`config.mk`:
```
export PLATFORM = sky130hd
export DESIGN_NAME = dsi_line_packetizer
export DESIGN_NICKNAME = d
export VERILOG_FILES = /design/src/rtl/dsi_line_packetizer.sv
export SDC_FILE = /design/constraint.sdc
export NUM_CORES = 1
export LEC_CHECK = 0
export ABC_AREA = 0
export CORE_ASPECT_RATIO = 1.1
export CORE_MARGIN = 2
export CORE_UTILIZATION = 41
export CTS_CLUSTER_DIAMETER = 100
export DETAILED_ROUTE_END_ITERATION = 10
export PLACE_DENSITY = 0.62
export REMOVE_ABC_BUFFERS = 1
export SYNTH_ARGS = -nofsm -noshare
export SYNTH_HDL_FRONTEND = slang
export SYNTH_SLANG_ARGS = --single-unit
```
`constraint.sdc`:
```
create_clock -name clk -period 3.8 [get_ports clk]
set_input_delay 0.76 -clock clk [delete_from_list [all_inputs] [get_ports clk]]
set_output_delay 0.76 -clock clk [all_outputs]
set_load 0.05 [all_outputs]
```
`src/rtl/dsi_line_packetizer.sv`:
```
// Splits a frame-level 32-bit pixel byte stream into DSI packets: one VSS short packet per frame,
// then per line a long packet (header, payload words, CRC-16 footer), one Avalon-ST packet each.
module dsi_line_packetizer #(
   parameter int unsigned LINE_BYTES = 2400,
   parameter int unsigned H_LINES    = 480,
   parameter logic [5:0]  DATA_TYPE  = 6'h3E,
   parameter logic [1:0]  VC         = 2'd0
) (
   input  logic        clk,
   input  logic        rst_n,
   input  logic [31:0] in_data_i,
   input  logic        in_valid_i,
   input  logic        in_sop_i,
   input  logic        in_eop_i,
   output logic        in_ready_o,
   output logic [31:0] out_data_o,
   output logic [3:0]  out_keep_o,
   output logic        out_valid_o,
   output logic        out_sop_o,
   output logic        out_eop_o,
   input  logic        out_ready_i,
   output logic        err_short_o,
   output logic        err_long_o
);

   localparam int unsigned Words = LINE_BYTES / 4;
   localparam int unsigned WordW = $clog2(Words + 1);
   localparam logic [WordW-1:0] LastWord = WordW'(Words - 1);
   localparam logic [11:0] LastLine = 12'(H_LINES - 1);
   localparam logic [23:0] VssHdr  = {16'h0000, VC, 6'h01};
   localparam logic [23:0] LongHdr = {16'(LINE_BYTES), VC, DATA_TYPE};

   typedef enum logic [2:0] {StIdle, StVss, StHdr, StPayload, StPad, StCrc, StDrop} state_e;

   // DSI header ECC: each parity bit is the XOR of the header bits selected by its mask.
   function automatic logic [7:0] ecc_f(input logic [23:0] d);
      return {2'b00, ^(d & 24'hEFFC00), ^(d & 24'hDF03F0), ^(d & 24'hB8E38E),
              ^(d & 24'h749A6D), ^(d & 24'hF2555B), ^(d & 24'hF12CB7)};
   endfunction

   // Reflected CRC-16 (0x8408), bits consumed LSB first, byte0 first.
   function automatic logic [15:0] crc_f(input logic [15:0] crc, input logic [31:0] w);
      logic [15:0] c;
      c = crc;
      for (int i = 0; i < 32; i++) begin
         if (c[0] ^ w[i]) c = (c >> 1) ^ 16'h8408;
         else             c = c >> 1;
      end
      return c;
   endfunction

   state_e           state_q, state_d;
   logic [WordW-1:0] word_q, word_d;
   logic [11:0]      line_q, line_d;
   logic [15:0]      crc_q, crc_d;
   logic             ended_q, ended_d;
   logic [31:0]      out_data_q, out_data_d;
   logic [3:0]       out_keep_q, out_keep_d;
   logic             out_valid_q, out_valid_d;
   logic             out_sop_q, out_sop_d;
   logic             out_eop_q, out_eop_d;
   logic             err_short_q, err_short_d;
   logic             err_long_q, err_long_d;
   logic             ld, in_ready, last_word, last_line;

   always_comb begin
      state_d     = state_q;
      word_d      = word_q;
      line_d      = line_q;
      crc_d       = crc_q;
      ended_d     = ended_q;
      out_data_d  = out_data_q;
      out_keep_d  = out_keep_q;
      out_valid_d = out_valid_q;
      out_sop_d   = out_sop_q;
      out_eop_d   = out_eop_q;
      err_short_d = 1'b0;
      err_long_d  = 1'b0;
      in_ready    = 1'b0;
      ld          = !out_valid_q || out_ready_i;
      last_word   = (word_q == LastWord);
      last_line   = (line_q == LastLine);

      // The output slot empties whenever it may load; states below refill it.
      if (ld) begin
         out_valid_d = 1'b0;
         out_sop_d   = 1'b0;
         out_eop_d   = 1'b0;
      end

      unique case (state_q)
         StIdle: begin
            in_ready = in_valid_i && !in_sop_i;
            if (in_valid_i && in_sop_i) state_d = StVss;
         end
         StVss: if (ld) begin
            {out_data_d, out_keep_d, out_valid_d, out_sop_d, out_eop_d} =
               {ecc_f(VssHdr), VssHdr, 4'hF, 3'b111};
            line_d  = '0;
            ended_d = 1'b0;
            state_d = StHdr;
         end
         StHdr: if (ld) begin
            {out_data_d, out_keep_d, out_valid_d, out_sop_d, out_eop_d} =
               {ecc_f(LongHdr), LongHdr, 4'hF, 3'b110};
            crc_d   = 16'hFFFF;
            word_d  = '0;
            state_d = ended_q ? StPad : StPayload;
         end
         StPayload: begin
            in_ready = ld;
            if (ld && in_valid_i) begin
               {out_data_d, out_keep_d, out_valid_d} = {in_data_i, 4'hF, 1'b1};
               crc_d  = crc_f(crc_q, in_data_i);
               word_d = word_q + 1'b1;
               if (in_eop_i) begin
                  ended_d     = 1'b1;
                  err_short_d = !(last_word && last_line);
               end
               if (last_word)     state_d = StCrc;
               else if (in_eop_i) state_d = StPad;
            end
         end
         StPad: if (ld) begin
            {out_data_d, out_keep_d, out_valid_d} = {32'h0, 4'hF, 1'b1};
            crc_d  = crc_f(crc_q, 32'h0);
            word_d = word_q + 1'b1;
            if (last_word) state_d = StCrc;
         end
         StCrc: if (ld) begin
            {out_data_d, out_keep_d, out_valid_d, out_eop_d} = {16'h0, crc_q, 4'h3, 2'b11};
            if (!last_line) begin
               line_d  = line_q + 1'b1;
               state_d = StHdr;
            end else if (ended_q) begin
               state_d = StIdle;
            end else begin
               err_long_d = 1'b1;
               state_d    = StDrop;
            end
         end
         StDrop: begin
            in_ready = ld;
            if (ld && in_valid_i && in_eop_i) state_d = StIdle;
         end
         default: state_d = StIdle;
      endcase
   end

   always_ff @(posedge clk or negedge rst_n) begin
      if (!rst_n) begin
         state_q     <= StIdle;
         word_q      <= '0;
         line_q      <= '0;
         crc_q       <= 16'hFFFF;
         ended_q     <= 1'b0;
         out_data_q  <= '0;
         out_keep_q  <= '0;
         out_valid_q <= 1'b0;
         out_sop_q   <= 1'b0;
         out_eop_q   <= 1'b0;
         err_short_q <= 1'b0;
         err_long_q  <= 1'b0;
      end else begin
         state_q     <= state_d;
         word_q      <= word_d;
         line_q      <= line_d;
         crc_q       <= crc_d;
         ended_q     <= ended_d;
         out_data_q  <= out_data_d;
         out_keep_q  <= out_keep_d;
         out_valid_q <= out_valid_d;
         out_sop_q   <= out_sop_d;
         out_eop_q   <= out_eop_d;
         err_short_q <= err_short_d;
         err_long_q  <= err_long_d;
      end
   end

   assign in_ready_o  = in_ready;
   assign out_data_o  = out_data_q;
   assign out_keep_o  = out_keep_q;
   assign out_valid_o = out_valid_q;
   assign out_sop_o   = out_sop_q;
   assign out_eop_o   = out_eop_q;
   assign err_short_o = err_short_q;
   assign err_long_o  = err_long_q;

endmodule

```
## Word level (Yosys, flattened, before mapping)

Index checks and enable logic that the tools add are counted.
Widths: inputs -> output; s select.

- Word-level logic and storage cells: 402
- Bits of input ports: 38
- Output and inout port bits: 42
- Register bits after elaboration: 83

- Reduce and logical (&&, ||, !) cells: 26
- Bitwise gates (word level): 95
- Add/sub/neg operators: 2
- Equal/unequal tests: 20
- Mux-type cells: 247

Operators by type and width:

| operator | count |
|---|---|
| $mux 16 | 191 |
| $not 2->3 | 63 |
| $mux 32 | 5 |
| $pmux 32 s5 | 1 |
| $pmux 16 s3 | 1 |
| $mux 3 | 13 |
| $mux 12 | 3 |
| $xor 1x1->1 | 32 |
| $mux 10 | 3 |
| $pmux 10 s3 | 1 |
| $pmux 12 s2 | 1 |
| $pmux 3 s7 | 1 |
| $ne 2x2->1 const B | 10 |
| $mux 1 | 19 |
| $reduce_and 4->1 | 4 |
| $add 12x1->12 const B | 1 |
| $eq 12x9->1 const B | 1 |
| $mux 4 | 3 |
| $pmux 4 s3 | 1 |
| $add 10x1->10 const B | 1 |
| $eq 10x10->1 const B | 1 |
| $eq 3x3->1 const B | 3 |
| $reduce_and 9->1 | 1 |
| $pmux 1 s2 | 4 |
| 15 further kinds | 26 |

## Longest topological paths before layout

- Depth after elaboration: 129
- Gate-level depth with buffers: 9
- Depth with buffers taken out: 8

## Worst setup path before layout

OpenSTA, ideal clock, no wires.

- Kind: input port to flip-flop
- Start: input port in_data_i[1]
- End: register crc_q[1]
- Setup time: 0.081 ns
- Setup slack: 0.732 ns
- Required time: 3.719 ns
- Arrival time: 2.987 ns
- Buffers on the path: 0
- Cell stages on the path: 7
- Path through: xnor3_2 -> xnor2_4 -> xnor3_2 -> xnor3_2 -> xnor3_1 -> a221oi_2 -> nor2_1

- Longest elaborated chain between the ends: 101
- Elaborated cells on any way between the ends: 111
- Classes of those cells: mux (93); bitwise (18)

Ends and longest elaborated chain:

| item | line | source |
|---|---|---|
| start: declaration | 11 | `input logic [31:0] in_data_i,` |
| $xor 1x1->1 (*) | 46 | `if (c[0] ^ w[i]) c = (c >> 1) ^ 16'h8408;` |
| $mux 16 (*) | 46 |  |
| $mux 16 (*) | 112 | `if (ld && in_valid_i) begin` |
| $mux 16 (*) | 91 | `unique case (state_q)` |
| $mux 16 (*) | 46 |  |
| $mux 16 (*) | 112 |  |
| $mux 16 (*) | 91 |  |
| $mux 16 (*) | 46 |  |
| (+85 left out) | -- |  |
| $mux 16 (*) | 112 |  |
| $mux 16 (*) | 91 |  |
| $mux 16 (*) | 46 |  |
| $mux 16 (*) | 112 |  |
| $mux 16 (*) | 91 |  |
| $mux 16 (*) | 46 |  |
| $mux 16 (*) | 112 |  |
| $pmux 16 s3 (*) | 91 |  |
| end signal: assignment | 168 | `crc_q <= crc_d;` |
| end: declaration | 55 | `logic [15:0] crc_q, crc_d;` |

Mark *: on every way between the ends. The rest lies on a longest branch, timed or not. The select of a mux whose other input is x is not followed.
A chain may end at the register's enable or synchronous reset.

## Worst setup path after layout

Same ends and word-level chain as after synthesis.

==> impl_metrics.csv <==
group,metric,value,unit
synthesis,netlist_top_cells_area,"sky130_fd_sc_hd__dfrtp_1, sky130_fd_sc_hd__xnor2_1, sky130_fd_sc_hd__xnor3_1",
synthesis,synth_fa_ha_area_share,0.6271,%
critical_path,cp-start-kind,"input port",
timing,grt_setup_unrepaired,"false",
timing,setup_tns,0,ns
synthesis,flip_flop_and_latch_count_after_synthesis,81,
critical_path,regToRegStartpoint,"crc_q[5]",
cts,cts_tree,"yes",
final_layout,final_layout_size_suffix_gt1_share,11.42,%
synthesis,synth_compound_gate_area_share,13.82,%
global_routing,grt.total_usage,20.64,%
cts,bufs_on_longest_clock_path,2,
final_layout,final.fill_count,1277,
floorplan,boundaryPins,80,
place,gp_congestion,0.9527,
synthesis,ys_types,59,
synthesis,synth_mux_area_share,0.5226,%
drt,postRouteAntennaNets,0,
synthesis,synth-async-reset-ratio,100.0,%
job,cap_viol_max_count,0,
cts,clkTransAtPathRegs,0.06,ns
synthesis,synth-edff-count,0,
cts,htree_levels,3,
timing,final.period_utilization,89.06,%
synthesis,synth_warnings,0,
cts,cts_root_buffer,"sky130_fd_sc_hd__clkbuf_16",
timing,drv_slew,0,
synthesis,synthXorXnorAreaFrac,33.51,%
drt,num_vias,4592,
global_routing,globalRoute.busiestLayer,"met2",
timing,worst_clock_skew,0.008017,ns
global_routing,globalRouteOverflowTotal,0,
cts,post_cts.repair.setup_buffers,0,
cts,total_clock_buffers_created_by_cts,9,
synthesis,syn_area,5986,um2
drt,postRouteWirelength,15.42,mm
place,portBuffers,79,
timing,min_period,3.384,ns
floorplan,core-area,14330,um2
floorplan,initial_core_util,41.77,%
synthesis,syn-instance-count,614,
critical_path,cp_data_required_time,4.08,ns
critical_path,capturing_point_of_the_worst_reg2reg_path,"crc_q[1]",
final_layout,antenna_cells_inserted,0,
synthesis,dominantRegCellSynth,"sky130_fd_sc_hd__dfrtp_1",
cts,cts.sink_count,81,
drt,drc,0,
critical_path,worst-r2r-cell-count,7,
floorplan,rows,46,
critical_path,worstSetupEndpointType,"flop",
status,status,"finished, final reports clean",
synthesis,yosysSeqAreaShare,34.20,%
timing,worst_pin_slew,0.8768,ns
synthesis,synthSimpleGateAreaFrac,13.98,%
drt,drt-pass1-iter-count,5,
global_routing,first_pass_grt_wire_length,24.74,mm
critical_path,setup.worst_path.class,"input port to flop",
hold_path,hp-class,"input port to async pin",
critical_path,reg2reg_slack,0.59,ns
floorplan,dieWidth,119.2,um
final_layout,fin_nets,719,
cts,clk-insertion-delay-late,0.35,ns
cts,cts_hold_repair.buffers,0,
global_routing,use_met3,2.691,%
global_routing,grt_use_met1,25.64,%
final_layout,area_growth,20.65,%
cts,cts_resized,0,
critical_path,critPathMaxFanout,5,
global_routing,grt.met2_usage,36.82,%
timing,timing.slew.headroom,41.54,%
floorplan,die-height,130.7,um
global_routing,grt_max_degree,68,
critical_path,cp_data_arrival_time,3.66,ns
timing,fmax,0.2955,GHz
timing,setup-violations-final,0,
place,hpwl,11.34,mm
synthesis,synth_top_family_by_area,"XOR/XNOR gates",
drt,drt_iter0_drc,261,
drt,wire_per_inst,17.63,um
global_routing,antenna_found_initial,0,
drt,mean_number_of_vias_per_cell,5.248,
synthesis,cell_type_with_the_highest_aggregate_area_in_the_netlist,"sky130_fd_sc_hd__dfrtp_1",
critical_path,startpoint,"in_data_i[1]",
synthesis,avgSynthCellArea,9.749,um2
global_routing,grt_pass1_vias,4669,
timing,hold_viol_final,0,
floorplan,design.die.area,15580,um2
synthesis,netlist.area_leader.share,27.17,%
[registers in the layout, indices dropped and copies added (netlist names), named ones only]
name and flops:
out_data_o 32, err_long_o 1, line_q 12, out_eop_o 1, crc_q 16, out_valid_o 1, out_keep_o 2, state_q 3
word_q 10, ended_q 1, err_short_o 1
[logic make-up (layout without fill, tap and decap cells)]
logic type | Yosys count | count (layout)
simple gates | 184 | 184
mux | 3 | 3
fa+ha+maj | 3 | 3
compound gates | 130 | 130
buf+inv | 47 | 116
flops | 81 | 81
xor+xnor | 166 | 166
[critical path: stages]
cell	delay (ns)
sky130_fd_sc_hd__clkdlybuf4s50_1	0.55
sky130_fd_sc_hd__xnor3_2	0.45
sky130_fd_sc_hd__xnor2_4	0.28
sky130_fd_sc_hd__xnor3_2	0.44
sky130_fd_sc_hd__xnor3_2	0.47
sky130_fd_sc_hd__xnor3_1	0.42
sky130_fd_sc_hd__a221oi_2	0.22
sky130_fd_sc_hd__nor2_1	0.06
[cells in the final DEF (no fill, tap or decap), drive strengths merged, types with 5 or more instances in the layout]
master         count
a21bo              7
a21o               6
a21oi             21
a22o               8
a31oi              6
buf               20
clkbuf            10
clkdlybuf4s50     77
dfrtp             65
dfstp             16
nand2             89
nand3              9
nand4              8
nor2              37
nor3               7
o21a               5
o21ai             55
or3                7
xnor2             97
xnor3             27
xor2              34
xor3               8
[worst max-delay path by stage]
| stage | end | slack [ns] |
|---|---|---|
| floorplan | out_data_o[10] | 0.36 |
| CTS | crc_q[1] | 0.42 |
| global route | crc_q[0] | 0.27 |
| finish | crc_q[1] | 0.42 |
| global placement | crc_q[1] | 0.09 |
| detailed placement | crc_q[1] | 0.06 |
[per-stage QoR]
stage                     cells  hold WS, ns  util [%]  area [um2]  worst slack [ns]
final                       875       0.3568     50.39        7222            0.4159
after global routing        875       0.3939     50.39        7222            0.2682
after CTS                   875       0.3709     50.39        7222            0.4185
after detailed placement    859       0.4692     48.55        6958           0.05780
after global placement      859       0.4602     48.55        6958           0.09235
after floorplan             570       0.4509         -        5797            0.3608
[per-layer routing]
layer / vias to the layer above / wire length, um
met3: 18 / 715
met4: 0 / 325
met5: - / 0
met1: 2212 / 6646
met2: 127 / 7735
li1: 2235 / -
[synthesized netlist by cell type (3+ instances only)]
master                      n
sky130_fd_sc_hd__xnor2_1   94
sky130_fd_sc_hd__nand2_1   89
sky130_fd_sc_hd__dfrtp_1   65
sky130_fd_sc_hd__o21ai_0   55
sky130_fd_sc_hd__nor2_1    37
sky130_fd_sc_hd__xor2_1    34
sky130_fd_sc_hd__clkbuf_1  32
sky130_fd_sc_hd__a21oi_1   21
sky130_fd_sc_hd__xnor3_1   19
sky130_fd_sc_hd__dfstp_2   16
sky130_fd_sc_hd__nand3_1    9
sky130_fd_sc_hd__a22o_1     8
sky130_fd_sc_hd__nand4_1    8
sky130_fd_sc_hd__xnor3_2    8
sky130_fd_sc_hd__a21bo_2    7
sky130_fd_sc_hd__buf_2      7
sky130_fd_sc_hd__nor3_1     7
sky130_fd_sc_hd__or3_1      7
sky130_fd_sc_hd__a21o_1     6
sky130_fd_sc_hd__a31oi_1    6
sky130_fd_sc_hd__o21a_1     5
sky130_fd_sc_hd__and2_1     4
sky130_fd_sc_hd__nand2b_1   4
sky130_fd_sc_hd__xor3_4     4
sky130_fd_sc_hd__a221oi_1   3
sky130_fd_sc_hd__ha_1       3
sky130_fd_sc_hd__inv_1      3
sky130_fd_sc_hd__nand3b_1   3
sky130_fd_sc_hd__nor2b_1    3
sky130_fd_sc_hd__nor4_1     3
sky130_fd_sc_hd__o221ai_1   3
sky130_fd_sc_hd__o22ai_1    3
sky130_fd_sc_hd__xor3_1     3
[final cells by class]
class	instances	area, um2	area share [%]
flip-flops and latches	81	2047	28.34
repair buffers	97	920.9	12.75
multi-input cells	486	3739	51.77
well taps	192	240.2	3.326
inverters	3	11.26	0.1559
clock buffers	10	229.0	3.170
clock inverters	6	35.03	0.4851
Power is left out: the tool's default activity adds up to more than one toggle a clock period on the data nets, which glitch-free logic cannot reach.
